## src/rtl/booth_pkg.sv

```systemverilog
// Shared types for the sequential radix-2 Booth multiplier: FSM states and
// the control encoding used by the accumulator register.
package booth_pkg;

    typedef enum logic [1:0] {
        IDLE,
        EVAL,
        SHIFT,
        DONE
    } state_t;

    typedef enum logic [1:0] {
        CTRL_LOAD  = 2'b00,
        CTRL_RESET = 2'b01,
        CTRL_SHIFT = 2'b10,
        CTRL_HOLD  = 2'b11
    } areg_ctrl_t;

endpackage

```

## src/rtl/booth_areg.sv

```systemverilog
// Booth accumulator (A) register: load, clear, arithmetic right shift or hold.
module booth_areg
    import booth_pkg::*;
#(
    parameter int WIDTH = 5
) (
    input  logic             clock,
    input  logic             reset_n,
    input  logic [1:0]       control,
    input  logic [WIDTH-1:0] din,
    input  logic             shift_in,
    output logic [WIDTH-1:0] dout
);

    always_ff @(posedge clock or negedge reset_n) begin
        if (!reset_n) begin
            dout <= '0;
        end else begin
            case (control)
                CTRL_LOAD:  dout <= din;
                CTRL_RESET: dout <= '0;
                CTRL_SHIFT: dout <= {shift_in, dout[WIDTH-1:1]};
                default:    dout <= dout;
            endcase
        end
    end

endmodule

```

## src/rtl/booth_mult_seq.sv

```systemverilog
// Sequential signed Booth multiplier: one EVAL (add/sub) and one SHIFT cycle
// per multiplier bit, result registered on entry to DONE.
module booth_mult_seq
    import booth_pkg::*;
#(
    parameter int WIDTH = 4
) (
    input  logic                 clock,
    input  logic                 reset_n,
    input  logic                 start,
    input  logic [WIDTH-1:0]     multiplicand,
    input  logic [WIDTH-1:0]     multiplier,
    output logic                 busy,
    output logic                 done,
    output logic [2*WIDTH-1:0]   product
);

    localparam int AW = WIDTH + 1;
    localparam int CW = $clog2(WIDTH + 1);

    state_t          state, state_nx;
    areg_ctrl_t      a_ctrl;
    logic [AW-1:0]   a_q, a_din, m_q;
    logic [WIDTH-1:0] q_q;
    logic            q_1;
    logic [CW-1:0]   count;

    booth_areg #(.WIDTH(AW)) u_areg (
        .clock    (clock),
        .reset_n  (reset_n),
        .control  (a_ctrl),
        .din      (a_din),
        .shift_in (a_q[AW-1]),
        .dout     (a_q)
    );

    always_ff @(posedge clock or negedge reset_n) begin
        if (!reset_n) state <= IDLE;
        else          state <= state_nx;
    end

    always_comb begin
        state_nx = state;
        busy     = 1'b0;
        done     = 1'b0;
        a_ctrl   = CTRL_HOLD;
        a_din    = a_q;
        case (state)
            IDLE: begin
                if (start) begin
                    a_ctrl   = CTRL_RESET;
                    state_nx = EVAL;
                end
            end
            EVAL: begin
                busy     = 1'b1;
                state_nx = SHIFT;
                case ({q_q[0], q_1})
                    2'b10: begin
                        a_ctrl = CTRL_LOAD;
                        a_din  = a_q - m_q;
                    end
                    2'b01: begin
                        a_ctrl = CTRL_LOAD;
                        a_din  = a_q + m_q;
                    end
                    default: ;
                endcase
            end
            SHIFT: begin
                busy     = 1'b1;
                a_ctrl   = CTRL_SHIFT;
                state_nx = (count == CW'(1)) ? DONE : EVAL;
            end
            DONE: begin
                done     = 1'b1;
                state_nx = IDLE;
            end
            default: state_nx = IDLE;
        endcase
    end

    // product is taken from the post-shift view: {A>>>1}[WIDTH-1:0] is A[WIDTH:1],
    // and the shifted Q is {A[0], Q[WIDTH-1:1]}
    always_ff @(posedge clock or negedge reset_n) begin
        if (!reset_n) begin
            m_q     <= '0;
            q_q     <= '0;
            q_1     <= 1'b0;
            count   <= '0;
            product <= '0;
        end else begin
            case (state)
                IDLE: begin
                    if (start) begin
                        m_q   <= {multiplicand[WIDTH-1], multiplicand};
                        q_q   <= multiplier;
                        q_1   <= 1'b0;
                        count <= CW'(WIDTH);
                    end
                end
                SHIFT: begin
                    q_q   <= {a_q[0], q_q[WIDTH-1:1]};
                    q_1   <= q_q[0];
                    count <= count - CW'(1);
                    if (count == CW'(1))
                        product <= {a_q, q_q[WIDTH-1:1]};
                end
                default: ;
            endcase
        end
    end

endmodule

```

## config.mk

```make
export PLATFORM = sky130hd
export DESIGN_NAME = booth_mult_seq
export DESIGN_NICKNAME = d
export VERILOG_FILES = /design/src/rtl/booth_pkg.sv /design/src/rtl/booth_areg.sv /design/src/rtl/booth_mult_seq.sv
export SDC_FILE = /design/constraint.sdc
export NUM_CORES = 1
export LEC_CHECK = 0
export ABC_AREA = 1
export CORE_ASPECT_RATIO = 0.6
export CORE_MARGIN = 10
export CORE_UTILIZATION = 49
export DETAILED_ROUTE_END_ITERATION = 6
export PLACE_DENSITY = 0.86
export SYNTH_ARGS = -nofsm -noshare
export SYNTH_HDL_FRONTEND = slang
export SYNTH_HIERARCHICAL = 1
export SYNTH_SLANG_ARGS = --single-unit
```

## constraint.sdc

```tcl
create_clock -name clock -period 1.9 [get_ports clock]
set_input_delay 0.285 -clock clock [delete_from_list [all_inputs] [get_ports clock]]
set_output_delay 0.285 -clock clock [all_outputs]
set_load 0.05 [all_outputs]
```

==> results of run 1 <==
-- layout make-up --
cell class / instances / share of cell area
well taps: 45 / 0.02497
inverters: 35 / 0.05938
multi-input cells: 139 / 0.4301
clock buffers: 3 / 0.01831
clock inverters: 1 / 0.003330
flip-flops and latches: 27 / 0.3002
repair buffers: 41 / 0.1637
-- metal layers --
layer,GRT usage,share of wire,wire (um),vias to the layer above
li1,-,-,-,740
met4,0.03160,0.014,54,0
met5,0,0,0,-
met2,0.1941,0.47,1792,34
met1,0.1680,0.46,1758,660
met3,0.04308,0.061,233,8
-- how the worst max path moves through the flow --
stage	cells after the start	start	end
final	16	q_q[0]$_DFFE_PN0P_	u_areg/dout[4]$_DFFE_PN0P_
after global placement	15	q_1$_DFFE_PN0P_	u_areg/dout[3]$_DFFE_PN0P_
after detailed placement	15	q_q[0]$_DFFE_PN0P_	u_areg/dout[3]$_DFFE_PN0P_
after floorplan	16	q_q[0]$_DFFE_PN0P_	u_areg/dout[4]$_DFFE_PN0P_
after CTS	14	q_1$_DFFE_PN0P_	u_areg/dout[4]$_DFFE_PN0P_
after global routing	16	q_q[0]$_DFFE_PN0P_	u_areg/dout[4]$_DFFE_PN0P_
-- stage by stage --
step | utilization | cells | hold WS (ns) | setup TNS [ns]
detailed placement | 0.6150 | 279 | 0.4683 | -0.4760
global placement | 0.6150 | 279 | 0.4659 | -0.2249
finish | 0.6910 | 291 | 0.3751 | -0.2508
floorplan | - | 204 | -0.01059 | 0
CTS | 0.6576 | 286 | 0.3786 | -0.1495
global route | 0.6910 | 291 | 0.4074 | -0.6336
-- placed cells by master, fill, tap and decap left out, drive strengths merged --
master	synthesis	layout
inv	35	35
fa	1	1
o211ai	4	4
clkbuf	0	3
buf	3	23
clkdlybuf4s50	0	18
nand3	13	13
or2	1	1
dfrtp	27	27
nand2	62	62
xor2	2	2
clkinvlp	0	1
ha	15	15
a31oi	2	2
nand4	2	2
a21oi	4	4
o21ai	23	23
nor2	5	5
mux2	2	2
xnor2	1	1
o22ai	2	2
-- timing repair --
item,CTS,global route
buffers inserted,3,5
setup endpoints to repair,4,5
gates resized for setup,17,15
pin swaps,16,12
-- cells by family (layout without fill, tap and decap cells) --
group,count (synthesis),in the layout,synth area share
xor gates and xnor gates,3,3,0.01577
adders and majority gates,16,16,0.1246
muxes,2,2,0.01802
DFF,27,27,0.4054
AOI/OAI and AO/OA,35,35,0.1299
buffers and inverters,38,80,0.09459
and+or+nand+nor,83,83,0.2117
-- state kept, by name, indices dropped and copies added, names as in the netlist --
register / flops
count: 3
m_q: 4
product: 8
q_1: 1
q_q: 4
state: 2
u_areg/dout: 5
-- worst register-to-register path: cells and delay by family, from the launching register on --
family	cells	cell delay (ns)
adders and majority gates	2	0.53
buffers and inverters	3	0.19
and+or+nand+nor	9	0.56
xor gates and xnor gates	1	0.17
AOI/OAI and AO/OA	1	0.04
DFF	1	0.41
==> metrics.cfg, run 1 <==
[outcome]
status = finished, violations left
violations = negative setup slack

[final_layout]
num_antenna_cells = 0
nets = 274
final-seq-area_sq_um = 676.9
area_growth_pct = 35.29
final_cell_area_sq_um = 2255
multi_input_area_sq_um = 969.7
drive_gt1_frac = 0.2683
num-fill-cells = 261

[die]
die_x_um = 95.29
pin_count = 21
core_area_sq_um = 3263
start_util = 0.5107
die_y_um = 65.18
floorplan.rows = 16
dieArea_sq_um = 6211

[critical_path]
regToRegSetupSlack_ns = -0.11
crit_buf_inv = 3
cp.arrival_ns = 2.18
cpLargestDelayFamily = simple AND/OR/NAND/NOR gates
cp_max_fo = 3
max_stage_delay_ns = 0.41
r2r_end = u_areg/dout[4]$_DFFE_PN0P_
reg2reg_depth = 16
worstSetupStartpointType = register
crit_path_frequent_cell = nand2_1
path_class = register to register
cp.required_ns = 2.07
critical-path-slowest-cell = dfrtp_1
worstReg2RegStart = q_q[0]$_DFFE_PN0P_
cp-end-kind = register
crit_chain = inv_2 > ha_4 > a31oi_4 > xor2_1 > ha_1 > nand3_2 > inv_2 > nor2_1 > nand2_1 > nand3_1 > nand2_1 > nand2_1 > inv_1 > nand2_1 > nand3_1 > nand2_1

[drt]
initialDrtViolationCount = 100
wirelength_mm = 3.838
drtPass1Iterations = 4
drc = 0
avgRoutedWirePerCell_um = 13.19
vias_per_cell = 4.955
vias = 1442
drtAntennaViolNets = 0

[synthesis]
avgSynthCellArea_sq_um = 8.170
synth_area_leader_cell = dfrtp_1
ys_seq_area_frac = 0.4054
yosys-top-cells-area = dfrtp_1, nand2_1, ha_1
syn_inst = 204
synthFlopType = dfrtp_1
synth_cell_types = 23
netlist_area_sq_um = 1667
synth_seq_cells = 27
synth_edf_count = 0
netlist.area_leader.share = 0.4054
synthArstFlopShare = 1.000
yosysMostFrequentCell = nand2_1
synth_common_cells = nand2_1, inv_1, dfrtp_1, o21ai_0, ha_1
yosys_warnings = 6
synth_fp_nets = 231

[grt]
grt_overflow_total = 0
gr-usage-all-layers = 0.1270
grt_pass1_wl_mm = 6.430
grt_pass1_vias = 1394
antenna_found_initial = 0
grt_max_degree = 28

[placed_design]
dpl_worst_slack_ns = -0.2064
place_congestion = 0.8326
place_area_sq_um = 2007
dp_hpwl_mm = 2.694
port_buffers = 20

[clocking]
worstSkewPairLatency_ns = 0.28
cts_buffer_depth = 2
cts_hold_buf = 0
cts_tree = done
path_clk_slew_ns = 0.09
cts-htree-levels = 1
clkSinkCount = 27
cts_made_buffers = 3
cts-root-buf = clkbuf_8

[sta]
fmax_ghz = 0.4978
slew_headroom = 0.6648
finalCritPeriodShare = 1.057
timing.final.ws_setup_ns = -0.1087
clock_skew_ns = 0.0008592
hold_viol = 0
rsz0062_at_grt = true
tightest_slew_ns = 0.5012
finalCriticalPeriod_ns = 2.009
finalSetupViolCount = 3
slew_viol_final = 0

[job]
drv_cap = 0

[worst_hold_path]
min_path_type = input port to async pin

Power of run 1 is not shown: default switching activity piles up to over one toggle a cycle in this logic, so the estimate is an artifact.
==> run 2, diff against run 1 <==
SLEW_MARGIN = 10   (was not set)
clock period = 1.64 ns   (was 1.9 ns; I/O delays follow)
==> metrics.cfg, run 2 (same netlist as run 1, synthesis figures left out) <==
[outcome]
status = finished, violations left  ; unchanged
violations = negative setup slack  ; unchanged

[placed_design]
dp_hpwl_mm = 3.143  ; was 2.694 mm
dpl_worst_slack_ns = -0.4594  ; was -0.2064 ns
place_congestion = 0.8554  ; was 0.8326
port_buffers = 20  ; unchanged
numPlacedInstances = 293  ; was 279

[grt]
gr-usage-all-layers = 0.1390  ; was 0.1270
grt_pass1_vias = 1520  ; was 1394
antenna_found_initial = 0  ; unchanged
grt_pass1_wl_mm = 7.162  ; was 6.430 mm
grt_max_degree = 28  ; unchanged
grt_overflow_total = 0  ; unchanged

[critical_path]
cp.required_ns = 1.82  ; was 2.07 ns
cp.arrival_ns = 2.19  ; was 2.18 ns
max_stage_delay_ns = 0.42  ; was 0.41 ns
crit_chain = ha_4 > inv_2 > nand2_1 > o22ai_2 > ha_1 > nand3_4 > inv_2 > nor2_2 > nand2_2 > nand4_1 > nand2_1 > inv_1 > nand2_1 > nand3_1 > nand2_1  ; was inv_2 > ha_4 > a31oi_4 > xor2_1 > ha_1 > nand3_2 > inv_2 > nor2_1 > nand2_1 > nand3_1 > nand2_1 > nand2_1 > inv_1 > nand2_1 > nand3_1 > nand2_1
path_class = register to register  ; unchanged
cp_max_fo = 4  ; was 3
cp-end-kind = register  ; unchanged
cpLargestDelayFamily = simple AND/OR/NAND/NOR gates  ; unchanged
crit_path_frequent_cell = nand2_1  ; unchanged
crit_buf_inv = 3  ; unchanged
worstSetupStartpointType = register  ; unchanged
critical-path-slowest-cell = dfrtp_1  ; unchanged

[sta]
slew_viol_final = 0  ; unchanged
finalCritPeriodShare = 1.225  ; was 1.057
hold_viol = 0  ; unchanged
slew_headroom = 0.7697  ; was 0.6648
finalCriticalPeriod_ns = 2.009  ; about the same
tightest_slew_ns = 0.3454  ; was 0.5012 ns
timing.final.ws_setup_ns = -0.3692  ; was -0.1087 ns
fmax_ghz = 0.4977  ; was 0.4978 GHz
clock_skew_ns = 0.005461  ; was 0.0008592 ns
finalSetupViolCount = 5  ; was 3
rsz0062_at_grt = true  ; unchanged

[clocking]
cts-htree-levels = 1  ; unchanged
path_clk_slew_ns = 0.10  ; was 0.09 ns
cts-root-buf = clkbuf_8  ; unchanged
cts_hold_buf = 0  ; unchanged
cts_tree = done  ; unchanged
cts_made_buffers = 3  ; unchanged
clkSinkCount = 27  ; unchanged
worstSkewPairLatency_ns = 0.28  ; about the same
cts_buffer_depth = 2  ; unchanged

[worst_hold_path]
min_path_type = input port to async pin  ; unchanged

[die]
floorplan.rows = 16  ; unchanged
dieArea_sq_um = 6211  ; unchanged
die_y_um = 65.18  ; unchanged
die_x_um = 95.29  ; unchanged
start_util = 0.5107  ; unchanged
core_area_sq_um = 3263  ; unchanged
pin_count = 21  ; unchanged

[drt]
wirelength_mm = 4.238  ; was 3.838 mm
vias = 1571  ; was 1442
drc = 0  ; unchanged
drtAntennaViolNets = 0  ; unchanged
avgRoutedWirePerCell_um = 13.76  ; was 13.19 um
vias_per_cell = 5.101  ; was 4.955
initialDrtViolationCount = 93  ; was 100
drtPass1Iterations = 4  ; unchanged

[final_layout]
fin_util = 0.7373  ; was 0.6910
finalNonFillerCells = 308  ; was 291
num_antenna_cells = 0  ; unchanged
largest_register_ffs = 8  ; unchanged
reg_top3 = product: 8 flops, u_areg/dout: 5 flops  ; unchanged
num-fill-cells = 236  ; was 261
layout.cells.most_common = nand2_1  ; unchanged
nets = 291  ; was 274
drive_gt1_frac = 0.3612  ; was 0.2683
largest-register = product  ; unchanged
final_cell_mix = nand2_1, buf_4, dfrtp_1  ; was nand2_1, inv_1, dfrtp_1
area_growth_pct = 44.37  ; was 35.29%

[job]
drv_cap = 0  ; unchanged

[run 2: cell count changes in the layout (fill, tap and decap cells not counted), sizes merged]
cell           before  now
clkdlybuf4s50      18   10
buf                23   48
[run 2: path summary, 6_finish.rpt]
kind	slack, ns	cells past startpoint	to	startpoint
setup / recovery	-0.37	15	u_areg/dout[4]$_DFFE_PN0P_	q_1$_DFFE_PN0P_
hold / removal	0.34	2	product[0]$_DFFE_PN0P_	reset_n
setup reg to reg	-0.37	15	u_areg/dout[4]$_DFFE_PN0P_	q_1$_DFFE_PN0P_
hold reg to reg	0.49	2	product[0]$_DFFE_PN0P_	product[0]$_DFFE_PN0P_
max in group asynchronous	1.05	2	m_q[0]$_DFFE_PN0P_	reset_n
min in group clock	0.49	2	product[0]$_DFFE_PN0P_	product[0]$_DFFE_PN0P_
[run 2: timing repair]
action	CTS	global route
resized for setup	15	7
endpoints found under the hold margin	0	0
buffers inserted	10	1
setup endpoints to repair	5	11
pin swaps	11	11
[run 2: stage by stage]
stage / TNS, ns / hold slack, ns / area [sq um]
final: -1.305 / 0.3390 / 2406
after global routing: -2.011 / 0.3867 / 2406
after CTS: -1.250 / 0.3522 / 2364
after detailed placement: -1.244 / 0.4707 / 2166
after global placement: -0.9685 / 0.4678 / 2166
after floorplan: -0.3883 / -0.04959 / 1733
[run 2: final cells by class]
type	instances	area [sq um]	share of cell area
multi-input cells	139	992.2	0.4124
flip-flops and latches	27	675.6	0.2808
repair buffers	58	501.7	0.2085
clock buffers	3	41.29	0.01716
well taps	45	56.30	0.02340
inverters	35	131.4	0.05460
clock inverters	1	7.507	0.003120
[run 2: worst register-to-register path: stages (launching register included)]
cell     delay [ns]
dfrtp_1        0.42
ha_4           0.19
inv_2          0.11
nand2_1        0.08
o22ai_2        0.13
ha_1           0.30
nand3_4        0.10
inv_2          0.04
nor2_2         0.11
nand2_2        0.08
nand4_1        0.09
nand2_1        0.06
inv_1          0.05
nand2_1        0.05
nand3_1        0.06
nand2_1        0.06
[run 2: routing by layer]
metal  vias up  global-route usage  part of all wire
met5         -                   0                 0
met4         0             0.01301            0.0033
met3         2             0.04308             0.076
met2        52              0.2263              0.46
met1       745              0.1835              0.46
li1        772                   -                 -
Power of run 2 is left out for the same reason.
